<file path="src/rtl/alu_pkg.sv">
// rtl/alu_pkg.sv - shared ALU operation encodings and operand-select types
package alu_pkg;

   typedef enum logic [3:0] {
      ALU_ADD  = 4'b0000,
      ALU_SUB  = 4'b1000,
      ALU_OR   = 4'b0110,
      ALU_AND  = 4'b0111,
      ALU_XOR  = 4'b0100,
      ALU_SRL  = 4'b0101,
      ALU_SLL  = 4'b0001,
      ALU_SRA  = 4'b1101,
      ALU_SLT  = 4'b0010,
      ALU_SLTU = 4'b0011,
      ALU_LUI  = 4'b1001
   } alu_fun_t;

   typedef enum logic [1:0] {
      SRCA_RS1   = 2'd0,
      SRCA_IMM_U = 2'd1,
      SRCA_PC    = 2'd2,
      SRCA_ZERO  = 2'd3
   } srca_sel_t;

   typedef enum logic [1:0] {
      SRCB_RS2   = 2'd0,
      SRCB_IMM_I = 2'd1,
      SRCB_IMM_S = 2'd2,
      SRCB_FOUR  = 2'd3
   } srcb_sel_t;

   localparam int OPERAND_FOUR = 4;

endpackage

</file>
<file path="src/rtl/fwd_mux.sv">
// rtl/fwd_mux.sv - source operand resolver; bypass network only with ALU_ISSUE_FWD_EN
module fwd_mux
   import alu_pkg::*;
#(
   parameter int XLEN   = 32,
   parameter int REG_AW = 5
) (
   input  logic [REG_AW-1:0] addr,
   input  logic [XLEN-1:0]   rf_data,
   input  logic [REG_AW-1:0] exmem_rd,
   input  logic              exmem_we,
   input  logic [XLEN-1:0]   exmem_result,
   input  logic [REG_AW-1:0] memwb_rd,
   input  logic              memwb_we,
   input  logic [XLEN-1:0]   memwb_result,
   output logic [XLEN-1:0]   data
);

`ifdef ALU_ISSUE_FWD_EN
   // Younger producer (EX/MEM) shadows the older one (MEM/WB).
   always_comb begin
      data = rf_data;
      if (addr == '0)
         data = '0;
      else if (exmem_we && (exmem_rd == addr))
         data = exmem_result;
      else if (memwb_we && (memwb_rd == addr))
         data = memwb_result;
   end
`else
   logic unused_fwd;
   assign unused_fwd = ^{exmem_rd, exmem_we, exmem_result, memwb_rd, memwb_we, memwb_result};
   assign data       = (addr == '0) ? '0 : rf_data;
`endif

endmodule

</file>
<file path="src/rtl/alu_issue_stage.sv">
// rtl/alu_issue_stage.sv - ID/EX issue register feeding the ALU; forwarding via ALU_ISSUE_FWD_EN
module alu_issue_stage
   import alu_pkg::*;
#(
   parameter int XLEN   = 32,
   parameter int REG_AW = 5
) (
   input  logic              CLK,
   input  logic              RST_N,
   input  logic              FLUSH,
   input  logic              IN_VALID,
   output logic              IN_READY,
   input  logic [XLEN-1:0]   RS1_DATA,
   input  logic [XLEN-1:0]   RS2_DATA,
   input  logic [REG_AW-1:0] RS1_ADDR,
   input  logic [REG_AW-1:0] RS2_ADDR,
   input  logic [XLEN-1:0]   PC,
   input  logic [XLEN-1:0]   IMM_I,
   input  logic [XLEN-1:0]   IMM_S,
   input  logic [XLEN-1:0]   IMM_U,
   input  logic [1:0]        SRCA_SEL,
   input  logic [1:0]        SRCB_SEL,
   input  logic [3:0]        ALU_FUN_IN,
   input  logic [REG_AW-1:0] RD_ADDR,
   input  logic              REG_WE,
   input  logic [REG_AW-1:0] EXMEM_RD,
   input  logic              EXMEM_WE,
   input  logic [XLEN-1:0]   EXMEM_RESULT,
   input  logic [REG_AW-1:0] MEMWB_RD,
   input  logic              MEMWB_WE,
   input  logic [XLEN-1:0]   MEMWB_RESULT,
   output logic              OUT_VALID,
   input  logic              OUT_READY,
   output logic [XLEN-1:0]   ALU_A,
   output logic [XLEN-1:0]   ALU_B,
   output logic [3:0]        ALU_FUN,
   output logic [REG_AW-1:0] RD_OUT,
   output logic              REG_WE_OUT,
   output logic [XLEN-1:0]   PC_OUT,
   output logic [XLEN-1:0]   STORE_DATA
);

   logic [XLEN-1:0] rs1_fwd;
   logic [XLEN-1:0] rs2_fwd;
   logic [XLEN-1:0] alu_a_nxt;
   logic [XLEN-1:0] alu_b_nxt;
   logic            reg_we_q;
   logic            capture;

   fwd_mux #(.XLEN(XLEN), .REG_AW(REG_AW)) u_fwd_rs1 (
      .addr(RS1_ADDR), .rf_data(RS1_DATA),
      .exmem_rd(EXMEM_RD), .exmem_we(EXMEM_WE), .exmem_result(EXMEM_RESULT),
      .memwb_rd(MEMWB_RD), .memwb_we(MEMWB_WE), .memwb_result(MEMWB_RESULT),
      .data(rs1_fwd)
   );

   fwd_mux #(.XLEN(XLEN), .REG_AW(REG_AW)) u_fwd_rs2 (
      .addr(RS2_ADDR), .rf_data(RS2_DATA),
      .exmem_rd(EXMEM_RD), .exmem_we(EXMEM_WE), .exmem_result(EXMEM_RESULT),
      .memwb_rd(MEMWB_RD), .memwb_we(MEMWB_WE), .memwb_result(MEMWB_RESULT),
      .data(rs2_fwd)
   );

   always_comb begin
      alu_a_nxt = rs1_fwd;
      case (srca_sel_t'(SRCA_SEL))
         SRCA_RS1:   alu_a_nxt = rs1_fwd;
         SRCA_IMM_U: alu_a_nxt = IMM_U;
         SRCA_PC:    alu_a_nxt = PC;
         SRCA_ZERO:  alu_a_nxt = '0;
      endcase
   end

   always_comb begin
      alu_b_nxt = rs2_fwd;
      case (srcb_sel_t'(SRCB_SEL))
         SRCB_RS2:   alu_b_nxt = rs2_fwd;
         SRCB_IMM_I: alu_b_nxt = IMM_I;
         SRCB_IMM_S: alu_b_nxt = IMM_S;
         SRCB_FOUR:  alu_b_nxt = XLEN'(OPERAND_FOUR);
      endcase
   end

   assign IN_READY   = !OUT_VALID || OUT_READY;
   assign capture    = IN_VALID && IN_READY && !FLUSH;
   assign REG_WE_OUT = reg_we_q && OUT_VALID;

   // Data registers only move on capture, so a stalled entry stays bit-exact.
   always_ff @(posedge CLK or negedge RST_N) begin
      if (!RST_N) begin
         OUT_VALID  <= 1'b0;
         ALU_A      <= '0;
         ALU_B      <= '0;
         ALU_FUN    <= ALU_ADD;
         RD_OUT     <= '0;
         reg_we_q   <= 1'b0;
         PC_OUT     <= '0;
         STORE_DATA <= '0;
      end else begin
         if (FLUSH)
            OUT_VALID <= 1'b0;
         else if (capture)
            OUT_VALID <= 1'b1;
         else if (OUT_READY)
            OUT_VALID <= 1'b0;

         if (capture) begin
            ALU_A      <= alu_a_nxt;
            ALU_B      <= alu_b_nxt;
            ALU_FUN    <= ALU_FUN_IN;
            RD_OUT     <= RD_ADDR;
            reg_we_q   <= REG_WE;
            PC_OUT     <= PC;
            STORE_DATA <= rs2_fwd;
         end
      end
   end

endmodule

</file>
<file path="config.mk">
export PLATFORM = sky130hd
export DESIGN_NAME = alu_issue_stage
export DESIGN_NICKNAME = d
export VERILOG_FILES = /design/src/rtl/alu_pkg.sv /design/src/rtl/fwd_mux.sv /design/src/rtl/alu_issue_stage.sv
export SDC_FILE = /design/constraint.sdc
export NUM_CORES = 1
export LEC_CHECK = 0
export ABC_CLOCK_PERIOD_IN_PS = 1500
export CAP_MARGIN = 20
export CORE_AREA = 2 2 169 171
export DETAILED_ROUTE_END_ITERATION = 12
export DIE_AREA = 0 0 171 173
export PLACE_DENSITY_LB_ADDON = 0.05
export SYNTH_ARGS = -nofsm -noshare
export SYNTH_HDL_FRONTEND = slang
export SYNTH_SLANG_ARGS = --single-unit
</file>
<file path="constraint.sdc">
create_clock -name CLK -period 1.5 [get_ports CLK]
set_clock_uncertainty 0.05 [all_clocks]
set_input_delay 0.3 -clock CLK [delete_from_list [all_inputs] [get_ports CLK]]
set_output_delay 0.3 -clock CLK [all_outputs]
set_load 0.01 [all_outputs]
</file>
==> reports/metrics.cfg <==
[flow_run]
drv_cap=0

[finish]
nets=1338
drive_gt1_frac=0.210
stdcell_area_mm2=0.0129
fin_cells=1433
syn2layout_area_growth_pct=85.7

[worst_setup_path]
crit_type=flip-flop to flip-flop
required_ps=1760
critPathMaxFanout=8
end_kind=flip-flop
crit_arrival_ps=1920
cp-start-kind=flip-flop

[synth]
yosysWarnings=0
async_flop_share=1.00
avgSynthCellArea_um2=10.5
synth_nets=958
dominantRegCellSynth=dfrtp_1
synth_edf_count=0
yosysUniqueCellTypes=27
synth_largest_area_cell=dfrtp_1
synth_most_common_cell=dfrtp_1
ys_seq_area_frac=0.500
syn_area_mm2=0.00696
ys_top_cells_by_count=dfrtp_1, o21ai_0, nand3b_1, clkbuf_1, mux2_2
synth_cells=661
synthDominantCellAreaShare=0.500
yosys-top-cells-area=dfrtp_1, mux2_2, nand3b_1
synth_seq_cells=139

[pwr]
pwr-share-clk=0.366
seqPwrFrac=0.353
peakVddDrop_mv=0.630
comb_power_share=0.281
internal_power_mw=9.43
p_sw_frac=0.291
power.density_mw_per_mm2=1030
p_sw_mw=3.86
total_leakage_power_nw=5.34
finalPower_mw=13.3

[sta]
slew_headroom=0.736
setup_ws_ps=-158
worst_slew_pin_slew_ps=396
fin_crit_sh=1.11
post-route-min-period_ps=1660
setup_viol=102
rsz0062_at_grt=true
drv_slew=0
whs_ps=284
clock.fmax_ghz=0.603
hold_violations=0

[global_routing]
grt_use_total=0.202
grt_max_degree=75
grt_pass1_vias=7535
grt_first_pass_wirelength_um=45900
globalRouteOverflowTotal=0
antenna_found_initial=1

[die]
die_area_mm2=0.0296
die_w_um=171
start_util=0.252
io_pins=437
core_area_mm2=0.0276
die_h_um=173
row_count=61

[route]
wl_um=31100
routedWlPerCell_um=21.7
wl_met1_um=13500
ant_nets=0
vias=7172
drc=0
vias_per_cell=5.00
met3RoutedLength_um=2040
met2_length_um=15000
initialDrtViolationCount=451
highest_layer=met4
dr.pass1.iters=6

[placed_design]
gp_congestion=0.740
hpwl_um=21200
io_buffers=360
placed_area_mm2=0.0114
dp_cells=1378
pre_cts_ws_ps=-612

[cts]
cts_tree=done
numClockSinks=139
clkTransAtPathRegs_ps=70
cts_root_buf=clkbuf_16
cts_max_level=4
cts.path.max_buffers=2
cts_buffers=17
clock_latency_ps=420

[run_status]
violations=negative setup slack
status=complete, but fails checks

[worst_hold_path]
worstHoldPathType=primary input to asynchronous set/reset pin

## layer usage
layer / track usage / vias up
met5: 0 / -
met4: 0.0579 / 0
met3: 0.0575 / 33
met2: 0.332 / 251
met1: 0.258 / 3586
li1: - / 3302
## worst paths after layout
path	start	end	slack (ps)	depth (start not counted)
min reg2reg	STORE_DATA[11]$_DFFE_PN0P_	STORE_DATA[11]$_DFFE_PN0P_	440	2
max reg2reg	OUT_VALID$_DFFE_PN0P_	PC_OUT[23]$_DFFE_PN0P_	-160	8
min in group CLK	IN_VALID	OUT_VALID$_DFFE_PN0P_	290	3
min	RST_N	ALU_B[14]$_DFFE_PN0P_	280	2
max in group asynchronous	RST_N	ALU_A[30]$_DFFE_PN0P_	580	3
max	OUT_VALID$_DFFE_PN0P_	PC_OUT[23]$_DFFE_PN0P_	-160	8
## kinds of logic (layout without fill, tap and decap cells)
kind of cell,Yosys count,in the layout,share of synthesized area
other,0,1,0
flip-flops,139,139,0.500
AND/OR/NAND/NOR,79,79,0.0827
multiplexers,42,42,0.0679
buffers and inverters,113,506,0.0683
AO/OA/AOI/OAI,288,288,0.281
## power groups by stage
stage                     Clock (mW)  Combinational (mW)  Sequential, mW
after global routing            5.15                4.01            4.77
after CTS                       4.96                3.57            4.68
after detailed placement           0                3.73            4.76
after floorplan                    0               0.977            5.01
after global placement             0                3.74            4.75
final                           4.86                3.74            4.69
## critical path, stage by stage (launching register included)
cell and delay, ps:
dfrtp_1 380, nor2b_4 130, buf_4 140, inv_4 50, buf_6 110, nand2_8 90
buf_12 150, buf_16 140, mux2_4 290
## cell usage in the layout (no fill, tap or decap), drive strengths merged, types with 32 or more instances in the layout
cell           netlist  layout
dlygate4sd2          0      97
clkdlybuf4s15        0      42
o311ai              32      32
mux2                42      42
buf                 19      82
dfrtp              139     139
a31oi               32      32
o21ai               64      64
o211ai              32      32
clkdlybuf4s50        0     211
nand3b              62      62
o31ai               32      32
a21oi               33      33
a22oi               32      32
inv                 32      38
## repair_timing
action                                  4_1_cts  5_1_grt
endpoints found under the setup margin      247      174
pin swaps                                     7        5
gates resized for setup                     241      116
hold buffers                                  1        0
buffers inserted                              9        3
gates cloned                                  6        6
hold endpoints to repair                     26        0
## registers in the layout (all words and copies together), names as in the netlist
signal	count
ALU_A	32
ALU_B	32
PC_OUT	32
STORE_DATA	32
RD_OUT	5
ALU_FUN	4
OUT_VALID	1
reg_we_q	1
## stage by stage
step	setup TNS [ps]	util
after floorplan	-13480	-
after global placement	-69590	0.413
after detailed placement	-71090	0.413
after CTS	-7020	0.453
after global routing	-15050	0.468
final	-8710	0.468
## cell type report
class | count | area, µm²
flip-flops and latches | 139 | 3480
diodes | 1 | 2.50
clock buffers | 18 | 429
multi-input cells | 409 | 3540
clock inverters | 14 | 233
inverters | 33 | 126
repair buffers | 441 | 4640
well taps | 378 | 473
fillers | 2711 | 14700
No activity file was read; power rests on OpenSTA's default activity.
==> RTL change: new RTL, config.mk and constraints unchanged <==
The option `ALU_ISSUE_FWD_EN` is turned on by a define.
--- a/src/rtl/fwd_mux.sv
+++ b/src/rtl/fwd_mux.sv
@@ -1,3 +1,5 @@
 // rtl/fwd_mux.sv - source operand resolver; bypass network only with ALU_ISSUE_FWD_EN
+`define ALU_ISSUE_FWD_EN
+
 module fwd_mux
    import alu_pkg::*;
Function: changed (Yosys sat finds a counterexample within 4 cycles, from zero or initial values and one cycle with RST_N low).
==> RTL change against the unedited design <==
- the run still ends with setup timing left
- wire length rose by 66%
- power is 14% higher
- area after synthesis increased by 20%
- worst setup slack lost 0.14 ns
- cell area rose by 39%
- sequential cell count is the same
- final cell count increased by 37%
- combinational power grew 56%
- critical path type unchanged
- critical endpoint is now ALU_B[8]
- largest power group is now combinational cells
==> RTL change: results <==
export IMPL_final_hold_worst_slack_ns=0.01485
export IMPL_cp_max_fo=6
export IMPL_status="complete, but fails checks"
export IMPL_synth_cell_types=37
export IMPL_finish_cell_count_without_fillers=1961
export IMPL_grtUsageMet3=0.08400
export IMPL_global_route_usage_met1=0.3974
export IMPL_final_layout_size_suffix_gt1_frac=0.3293
export IMPL_seq_cell_power_mw=4.85
export IMPL_cp_data_arrival_time_ns=2.05
export IMPL_cts_setup_buffers=70
export IMPL_failing_checks="setup timing"
export IMPL_syn_num_nets=1285
export IMPL_fin_util=0.6513
export IMPL_preCtsSetupSlack_ns=-1.093
export IMPL_final_setup_viol_count=130
export IMPL_finalSetupTns_ns=-22.18
export IMPL_drt_first_pass_iters=5
export IMPL_vias_in_the_first_global_route=11170
export IMPL_pwr_density_cell_mw_per_mm2=845.3
export IMPL_detail_route_wirelength_met1_um=19950
export IMPL_tightest_slew_ns=1.108
export IMPL_drt_iter0_markers=888
export IMPL_gp_congestion=0.8454
export IMPL_port_buffers=436
export IMPL_avgSynthCellArea_um2=8.476
export IMPL_wire_length_of_the_first_global_routing_pass_um=72620
export IMPL_p_leak_nw=7.458
export IMPL_placedCellCount=1808
export IMPL_final_fill_count=2262
export IMPL_layout_nets=1865
export IMPL_grt_max_degree=33
export IMPL_detailroute_wirelength_met2_um=25410
export IMPL_seq_area_frac_synth=0.4154
export IMPL_synth_area_leaders="dfrtp_1 (42%), o21ai_0 (7.4%), nand2_1 (7.2%)"
export IMPL_wirelength_um=51510
export IMPL_fin_ws_ns=-0.3010
## RTL change: changes by cell type in the layout (fill, tap and decap cells not counted), moves of 33 or more
cell             before  now
a221oi_2              0   44
buf_4                31   82
clkdlybuf4s50_1     211  270
nand2_1               0  117
nand2_2               0   35
nand3b_1             62    0
nor2_1                3   66
o21ai_1              24   68
o21ai_2               4   37
## RTL change: kinds of logic after synthesis
group / Yosys count / synth area share
buffers and inverters: 96 / 0.04393
xor gates and xnor gates: 20 / 0.02092
DFF: 139 / 0.4154
and+or+nand+nor: 286 / 0.1466
AOI/OAI and AO/OA: 415 / 0.3350
muxes: 32 / 0.03825
## RTL change: layout make-up
| type | count | share of cell area |
|---|---|---|
| Timing Repair Buffer | 649 | 0.4080 |
| Multi-Input combinational cell | 759 | 0.3385 |
| Sequential cell | 139 | 0.1934 |
| Tap cell | 378 | 0.02628 |
| Clock buffer | 17 | 0.02364 |
| Clock inverter | 13 | 0.009247 |
| Antenna cell | 4 | 0.0005562 |
| Inverter | 2 | 0.0004172 |
